`src/rtl/axi_cache_rd_arbiter.sv`:
```
// Round-robin arbiter sharing one AXI4 read port between the instruction
// cache (ibus, index 0) and the data cache (dbus, index 1). One burst is
// outstanding at a time; R beats are routed back to the burst owner with
// zero latency, and burst-length mismatches are flagged on io_err_len.
module axi_cache_rd_arbiter #(
    parameter int ADDR_W = 64,
    parameter int DATA_W = 64,
    parameter int LEN_W  = 8
) (
    input  logic              io_axiClk,
    input  logic              io_asyncResetn,
    // instruction cache refill port
    input  logic              io_ibus_ar_valid,
    output logic              io_ibus_ar_ready,
    input  logic [ADDR_W-1:0] io_ibus_ar_addr,
    input  logic [LEN_W-1:0]  io_ibus_ar_len,
    output logic              io_ibus_r_valid,
    input  logic              io_ibus_r_ready,
    output logic [DATA_W-1:0] io_ibus_r_data,
    output logic [1:0]        io_ibus_r_resp,
    output logic              io_ibus_r_last,
    // data cache refill port
    input  logic              io_dbus_ar_valid,
    output logic              io_dbus_ar_ready,
    input  logic [ADDR_W-1:0] io_dbus_ar_addr,
    input  logic [LEN_W-1:0]  io_dbus_ar_len,
    output logic              io_dbus_r_valid,
    input  logic              io_dbus_r_ready,
    output logic [DATA_W-1:0] io_dbus_r_data,
    output logic [1:0]        io_dbus_r_resp,
    output logic              io_dbus_r_last,
    // shared memory read port
    output logic              io_mem_ar_valid,
    input  logic              io_mem_ar_ready,
    output logic [ADDR_W-1:0] io_mem_ar_addr,
    output logic [LEN_W-1:0]  io_mem_ar_len,
    output logic [2:0]        io_mem_ar_size,
    output logic [1:0]        io_mem_ar_burst,
    input  logic              io_mem_r_valid,
    output logic              io_mem_r_ready,
    input  logic [DATA_W-1:0] io_mem_r_data,
    input  logic [1:0]        io_mem_r_resp,
    input  logic              io_mem_r_last,
    // status
    output logic              io_busy,
    output logic              io_grant,
    output logic              io_err_len
);

    localparam logic [2:0] AR_SIZE = 3'($clog2(DATA_W / 8));

    typedef enum logic [1:0] {IDLE, ADDR, DATA} state_t;

    state_t             state_reg;
    logic               grant_reg;
    logic               prio_reg;
    logic               mem_ar_valid_reg;
    logic               err_len_reg;
    logic [ADDR_W-1:0]  addr_reg;
    logic [LEN_W-1:0]   len_reg;
    logic [LEN_W:0]     cnt_reg;

    logic [1:0]         req_valid;
    logic [1:0]         req_r_ready;
    logic [1:0]         ar_ready_vec;
    logic [1:0]         r_sel_vec;
    logic [1:0]         r_valid_vec;
    logic [1:0]         r_last_vec;
    logic [1:0]         r_resp_vec [2];
    logic [DATA_W-1:0]  r_data_vec [2];

    logic               win;
    logic               arb_fire;
    logic               r_fire;
    logic               at_len;
    logic [ADDR_W-1:0]  win_addr;
    logic [LEN_W-1:0]   win_len;

    assign req_valid   = {io_dbus_ar_valid, io_ibus_ar_valid};
    assign req_r_ready = {io_dbus_r_ready, io_ibus_r_ready};

    // Winner: the sole requester, or the priority pointer on a tie.
    always_comb begin
        win      = (&req_valid) ? prio_reg : req_valid[1];
        win_addr = win ? io_dbus_ar_addr : io_ibus_ar_addr;
        win_len  = win ? io_dbus_ar_len  : io_ibus_ar_len;
    end

    assign arb_fire = (state_reg == IDLE) && (|req_valid);
    assign r_fire   = io_mem_r_valid && io_mem_r_ready;
    assign at_len   = (cnt_reg == {1'b0, len_reg});

    // Per-requester handshake and R-channel routing; non-owners see zeros.
    generate
        for (genvar gi = 0; gi < 2; gi++) begin : g_req
            assign ar_ready_vec[gi] = arb_fire && (win == 1'(gi));
            assign r_sel_vec[gi]    = (state_reg == DATA) && (grant_reg == 1'(gi));
            assign r_valid_vec[gi]  = r_sel_vec[gi] && io_mem_r_valid;
            assign r_data_vec[gi]   = r_sel_vec[gi] ? io_mem_r_data : '0;
            assign r_resp_vec[gi]   = r_sel_vec[gi] ? io_mem_r_resp : 2'b00;
            assign r_last_vec[gi]   = r_sel_vec[gi] && io_mem_r_last;
        end
    endgenerate

    assign io_ibus_ar_ready = ar_ready_vec[0];
    assign io_dbus_ar_ready = ar_ready_vec[1];
    assign io_ibus_r_valid  = r_valid_vec[0];
    assign io_dbus_r_valid  = r_valid_vec[1];
    assign io_ibus_r_data   = r_data_vec[0];
    assign io_dbus_r_data   = r_data_vec[1];
    assign io_ibus_r_resp   = r_resp_vec[0];
    assign io_dbus_r_resp   = r_resp_vec[1];
    assign io_ibus_r_last   = r_last_vec[0];
    assign io_dbus_r_last   = r_last_vec[1];

    assign io_mem_r_ready  = (state_reg == DATA) && req_r_ready[grant_reg];
    assign io_mem_ar_valid = mem_ar_valid_reg;
    assign io_mem_ar_addr  = addr_reg;
    assign io_mem_ar_len   = len_reg;
    assign io_mem_ar_size  = AR_SIZE;
    assign io_mem_ar_burst = 2'b01;
    assign io_busy         = (state_reg != IDLE);
    assign io_grant        = grant_reg;
    assign io_err_len      = err_len_reg;

    // Burst FSM: capture winner, present address, count beats, rotate priority.
    always_ff @(posedge io_axiClk or negedge io_asyncResetn) begin
        if (!io_asyncResetn) begin
            state_reg        <= IDLE;
            grant_reg        <= 1'b0;
            prio_reg         <= 1'b0;
            mem_ar_valid_reg <= 1'b0;
            err_len_reg      <= 1'b0;
            addr_reg         <= '0;
            len_reg          <= '0;
            cnt_reg          <= '0;
        end else begin
            err_len_reg <= 1'b0;
            case (state_reg)
                IDLE: begin
                    if (arb_fire) begin
                        addr_reg         <= win_addr;
                        len_reg          <= win_len;
                        grant_reg        <= win;
                        mem_ar_valid_reg <= 1'b1;
                        state_reg        <= ADDR;
                    end
                end
                ADDR: begin
                    if (io_mem_ar_ready) begin
                        mem_ar_valid_reg <= 1'b0;
                        cnt_reg          <= '0;
                        state_reg        <= DATA;
                    end
                end
                DATA: begin
                    if (r_fire) begin
                        cnt_reg <= cnt_reg + (LEN_W+1)'(1);
                        // last on the wrong beat, or the expected last beat lacks it
                        if (io_mem_r_last != at_len)
                            err_len_reg <= 1'b1;
                        if (io_mem_r_last) begin
                            prio_reg  <= ~grant_reg;
                            state_reg <= IDLE;
                        end
                    end
                end
                default: state_reg <= IDLE;
            endcase
        end
    end

endmodule

```
`config.mk`:
```
export PLATFORM = sky130hd
export DESIGN_NAME = axi_cache_rd_arbiter
export DESIGN_NICKNAME = d
export VERILOG_FILES = /design/src/rtl/axi_cache_rd_arbiter.sv
export SDC_FILE = /design/constraint.sdc
export NUM_CORES = 1
export LEC_CHECK = 0
export BUFFER_PORTS_ARGS = -buffer_cell sky130_fd_sc_hd__buf_4
export CORE_AREA = 3 3 169 171
export CTS_CLUSTER_SIZE = 25
export DETAILED_ROUTE_END_ITERATION = 7
export DIE_AREA = 0 0 172 174
export GPL_ROUTABILITY_DRIVEN = 0
export HOLD_SLACK_MARGIN = 0.08
export PLACE_DENSITY = 0.41
export SYNTH_ARGS = -nofsm -noshare
export SYNTH_HDL_FRONTEND = slang
export SYNTH_SLANG_ARGS = --single-unit
```
`constraint.sdc`:
```
create_clock -name io_axiClk -period 2.59 [get_ports io_axiClk]
set_input_delay 0.6475 -clock io_axiClk [delete_from_list [all_inputs] [get_ports io_axiClk]]
set_output_delay 0.6475 -clock io_axiClk [all_outputs]
set_load 0.02 [all_outputs]
```
# After elaboration in Yosys (flattened, before gate mapping)
# Cells that the tools add are included.
# op_classes
addsub,1
n_lt_le_gt_ge,1
eq_ne,8
muxes,23
bitwise,2
n_reduce_logical,22
# op_table
cell,n
$mux W64,3
$mux W9,2
$pmux W9 S2,1
$mux W2,6
$logic_and A1 B1 Y1,11
$add A9 B1 Y9 const B,1
$eq A9 B8 Y1,1
$reduce_and A3 Y1,3
$mux W1,8
$mux W8,1
$ne A2 B2 Y1 const B,4
$pmux W2 S3,1
$reduce_bool A2 Y1,3
$reduce_and A2 Y1,2
$reduce_and A4 Y1,1
$eq A2 B1 Y1 const B,1
$eq A2 B2 Y1 const B,1
$logic_not A2 Y1,1
$lt A1 B2 Y1 const B,1
$not A1 Y1,2
$pmux W1 S2,1
$reduce_or A2 Y1,1
$ne A1 B1 Y1,1
# totals
register_bits,87
in_bits,219
out_inout_bits,220

# Longest topological paths before layout
# depth
ltp_word,6
mapped_depth,6
depth_no_buf,5

# Worst setup path after synthesis
# No wires, ideal clock.
# synth_path
path_kind,reg2out
start,register state_reg[0]
end,output io_ibus_r_data[44]
arrival_ns,1.461
path_slack_ns,0.482
path_stages_with_launch,6
path_buffers,2
path_cell_list,dfrtp_1 -> nand2b_1 -> nor2_1 -> clkbuf_2 -> clkbuf_1 -> and2_1
# synth_between
elab_chain_cells,3
# synth_lines
item,line_no,text
start: declaration,54,state_t state_reg;
start signal: assignment,129,state_reg <= IDLE;
start signal: assignment,146,state_reg <= ADDR;
start signal: assignment,153,state_reg <= DATA;
$eq A2 B2 Y1,97,assign r_sel_vec[gi] = (state_reg == DATA) && (grant_reg == 1'(gi));
$logic_and A1 B1 Y1,97,
$mux W64,99,assign r_data_vec[gi] = r_sel_vec[gi] ? io_mem_r_data : '0;
end: declaration,19,"output logic [DATA_W-1:0] io_ibus_r_data,"
# Every way passes these cells.

# Worst setup path in the final report
# layout_path
start,register state_reg[0]
end,output io_ibus_r_data[6]
# The elaborated chain is that of the path after synthesis.

==> metrics.log <==
[metrics] max-slew violation total from the final report: 0
[metrics] layout cells sized above 1: 51.7%
[metrics] Async SR Flop Fraction: 100%
[metrics] sequential-to-total area share from yosys stat: 45.8%
[metrics] growth of design area from synthesis to finish: 82.5%
[metrics] overall overflow remaining after global route: 0
[metrics] maximum frequency from static timing analysis: 0.407 GHz
[metrics] final design utilization: 32.1%
[metrics] number of standard cells after synthesis: 500
[metrics] area fraction of the dominant cell type after synthesis: 45.8%
[metrics] top cells by area, synth: sky130_fd_sc_hd__dfrtp_1 (46%), sky130_fd_sc_hd__a222oi_1 (15%), sky130_fd_sc_hd__and3_1 (9.3%)
[metrics] pin count of the biggest net entering global routing: 73
[metrics] critical path data arrival time: 1810 ps
[metrics] period utilisation layout: 94.8%
[metrics] floorplan core area: 27000 um2
[metrics] Max VDD drop: 0.000432 V
[metrics] critical-path cell list: nand2b_2 > nor2_4 > buf_12 > and2_1 > buf_4
[metrics] run status: finished, final reports clean
[metrics] mean instance size in the synthesized netlist: 9.50 um2
[metrics] Hold Crit Class: in -> async
[metrics] minimum clock period: 2450 ps
[metrics] most used flip-flop cell after synthesis: sky130_fd_sc_hd__dfrtp_1
[metrics] sum of net half-perimeters after detailed placement: 18700 um
[metrics] DIE HEIGHT: 174 um
[metrics] flip-flop count of the largest register after layout: 64
[metrics] Max stage delay on crit path: 450 ps
[metrics] setup total negative slack: 0 ps
[metrics] CP Launch Type: flop
[metrics] reg2reg start: state_reg[0]$_DFFE_PN0P_
[metrics] sinks on the clock net: 87
[metrics] number of enable-type register cells in the synthesized netlist: 0
[metrics] number of buffers inserted during clock tree synthesis: 9
[metrics] cell type with the largest total area after synthesis: sky130_fd_sc_hd__dfrtp_1
[metrics] latest clock arrival within the worst-skew pair: 350 ps
[metrics] commonest non-fill, non-tap cell in the layout: sky130_fd_sc_hd__buf_4
[metrics] Worst Skew: 14.8 ps
[metrics] root buffer cell: sky130_fd_sc_hd__clkbuf_16
[metrics] vias in the first global route: 5576
[metrics] Worst R2R Path Depth: 5
[metrics] die width: 172 um
[metrics] setup repair after global routing missed its margin: no
[metrics] all-layer global routing usage: 15.2%
[metrics] Reg clk slew, reported paths: 80 ps
[metrics] total count of hold-check failures in the final report: 0
[metrics] Post-DRT Antenna Nets: 0
[metrics] Top Family by Delay on Critical Path: simple AND/OR/NAND/NOR gates
[metrics] worst-case headroom to the max-slew limit: 47.8%
[metrics] register-to-register setup slack: 470 ps
[metrics] Inst Count DP: 1232
[metrics] critical path data required time: 1940 ps
[metrics] crit end category: output port
[metrics] area enclosed by the die boundary: 29900 um2
[metrics] Power Density: 1040 nW/um2
[metrics] setup violation total in the final timing report: 0
[metrics] TritonRoute pass-1 iters: 6
[metrics] IO Pins: 439
[metrics] non-filler instance count after layout: 1249
[metrics] first-pass GRT wire length: 34600 um
[metrics] Longest Clk Path Bufs: 2
[metrics] total number of vias: 5486
[metrics] Vias/cell: 4.39
[metrics] antenna violations before repair: 2
[metrics] cell row count: 60
[metrics] yosys warns: 0
[metrics] cell area after synthesis: 4750 um2
[metrics] I/O Buffers: 433
[metrics] nets: 1122
[metrics] TritonCTS clock tree: built
[metrics] violation count after the first detailed-route iteration: 405
[metrics] number of maximum-capacitance violations: 0
[metrics] category of the critical setup timing path: reg -> out
[metrics] leak pwr: 0.00490 uW
[metrics] measured slew at the worst slew-check pin: 783 ps
[metrics] top library cells by usage in the layout, fill and taps aside: sky130_fd_sc_hd__buf_4 (436), sky130_fd_sc_hd__dfrtp_1 (86), sky130_fd_sc_hd__inv_1 (74)
[metrics] Bufs and invs on worst path: 2
[metrics] residual DRC count: 0
[metrics] wirelength, routed: 24100 um
[metrics] H-tree level count: 3
[metrics] starting density of the core: 17.6%
[metrics] distinct cell type count of the synthesized netlist: 38
[metrics] wire length per cell after detailed routing: 19.3 um
[metrics] post-synthesis register bit count: 87
[metrics] reg2reg end: io_mem_ar_addr[32]$_DFFE_PN0P_
[metrics] largest fanout on the critical path: 68
[metrics] critical-path cell with the highest stage delay: sky130_fd_sc_hd__dfrtp_1
[worst max path at each step]
stage	endpoint	slack [ps]	startpoint	cells past startpoint
detailed placement	io_ibus_r_data[6]	400	state_reg[0]$_DFFE_PN0P_	5
finish	io_ibus_r_data[6]	140	state_reg[0]$_DFFE_PN0P_	5
global route	io_ibus_r_data[6]	20	state_reg[0]$_DFFE_PN0P_	5
global placement	io_ibus_r_data[6]	400	state_reg[0]$_DFFE_PN0P_	5
CTS	io_ibus_r_data[6]	20	state_reg[0]$_DFFE_PN0P_	5
floorplan	io_ibus_r_data[44]	480	state_reg[0]$_DFFE_PN0P_	5
[area by class of cell]
| cell class | instances | area [um2] |
|---|---|---|
| fillers | 2829 | 18400 |
| multi-input cells | 288 | 2090 |
| diodes | 1 | 2.50 |
| flip-flops and latches | 87 | 2180 |
| well taps | 341 | 427 |
| inverters | 74 | 278 |
| clock buffers | 10 | 229 |
| clock inverters | 6 | 75.1 |
| repair buffers | 442 | 3390 |
[metrics by stage]
step	cell area (um2)	total power, uW	hold slack (ps)	setup WS [ps]
2_1_floorplan	4760	5260	352	482
3_3_place_gp	8360	7780	471	399
6_report	8670	9010	302	135
5_1_grt	8670	9610	354	23.9
4_1_cts	8660	9150	324	23.0
3_5_place_dp	8360	7740	478	405
[metal layers]
| metal | track usage [%] | routed length [um] | up-vias | share of wire [%] |
|---|---|---|---|---|
| li1 | - | - | 2600 | - |
| met1 | 15.6 | 8360 | 2548 | 35 |
| met2 | 28.5 | 12700 | 307 | 53 |
| met3 | 4.62 | 2470 | 31 | 10 |
| met4 | 5.79 | 566 | 0 | 2.3 |
| met5 | 0 | 0 | - | 0 |
[cells by family (layout without fill, tap and decap cells)]
family	Yosys count	count (layout)	share of synthesized area (%)
other	2	6	0.158
flip-flops	87	87	45.8
multiplexers	2	2	0.553
AO/OA/AOI/OAI	95	95	17.9
XOR/XNOR	8	8	1.47
adder cells (fa/ha/maj)	1	1	0.263
AND/OR/NAND/NOR	177	177	22.7
buffers and inverters	128	532	11.1
[repair_timing]
item,CTS,global route
gates resized for setup,0,1
setup buffers,0,0
hold buffers,0,0
endpoints found under the hold margin,0,0
setup endpoints to repair,0,68
[report_power, final]
part	leakage, uW	total [uW]	internal (uW)	switching [uW]
combinational	0.00367	5220	2260	2960
sequential	0.00109	2420	1970	457
clock	0.000146	1370	765	602
[cell usage after synthesis, types with 2 or more instances]
cell / count
sky130_fd_sc_hd__nand2b_1: 3
sky130_fd_sc_hd__nor2_1: 5
sky130_fd_sc_hd__nand3_1: 7
sky130_fd_sc_hd__and2_1: 70
sky130_fd_sc_hd__buf_2: 11
sky130_fd_sc_hd__and3_1: 71
sky130_fd_sc_hd__a222oi_1: 72
sky130_fd_sc_hd__buf_6: 2
sky130_fd_sc_hd__nand4_1: 3
sky130_fd_sc_hd__nand2_1: 9
sky130_fd_sc_hd__xnor2_1: 7
sky130_fd_sc_hd__buf_4: 5
sky130_fd_sc_hd__dfrtp_1: 87
sky130_fd_sc_hd__inv_1: 74
sky130_fd_sc_hd__clkbuf_1: 29
sky130_fd_sc_hd__o31ai_1: 2
sky130_fd_sc_hd__a21oi_1: 4
sky130_fd_sc_hd__a31oi_1: 2
sky130_fd_sc_hd__o21ai_0: 12
sky130_fd_sc_hd__buf_1: 6
sky130_fd_sc_hd__conb_1: 2
No activity file was read; power rests on OpenSTA's default activity.
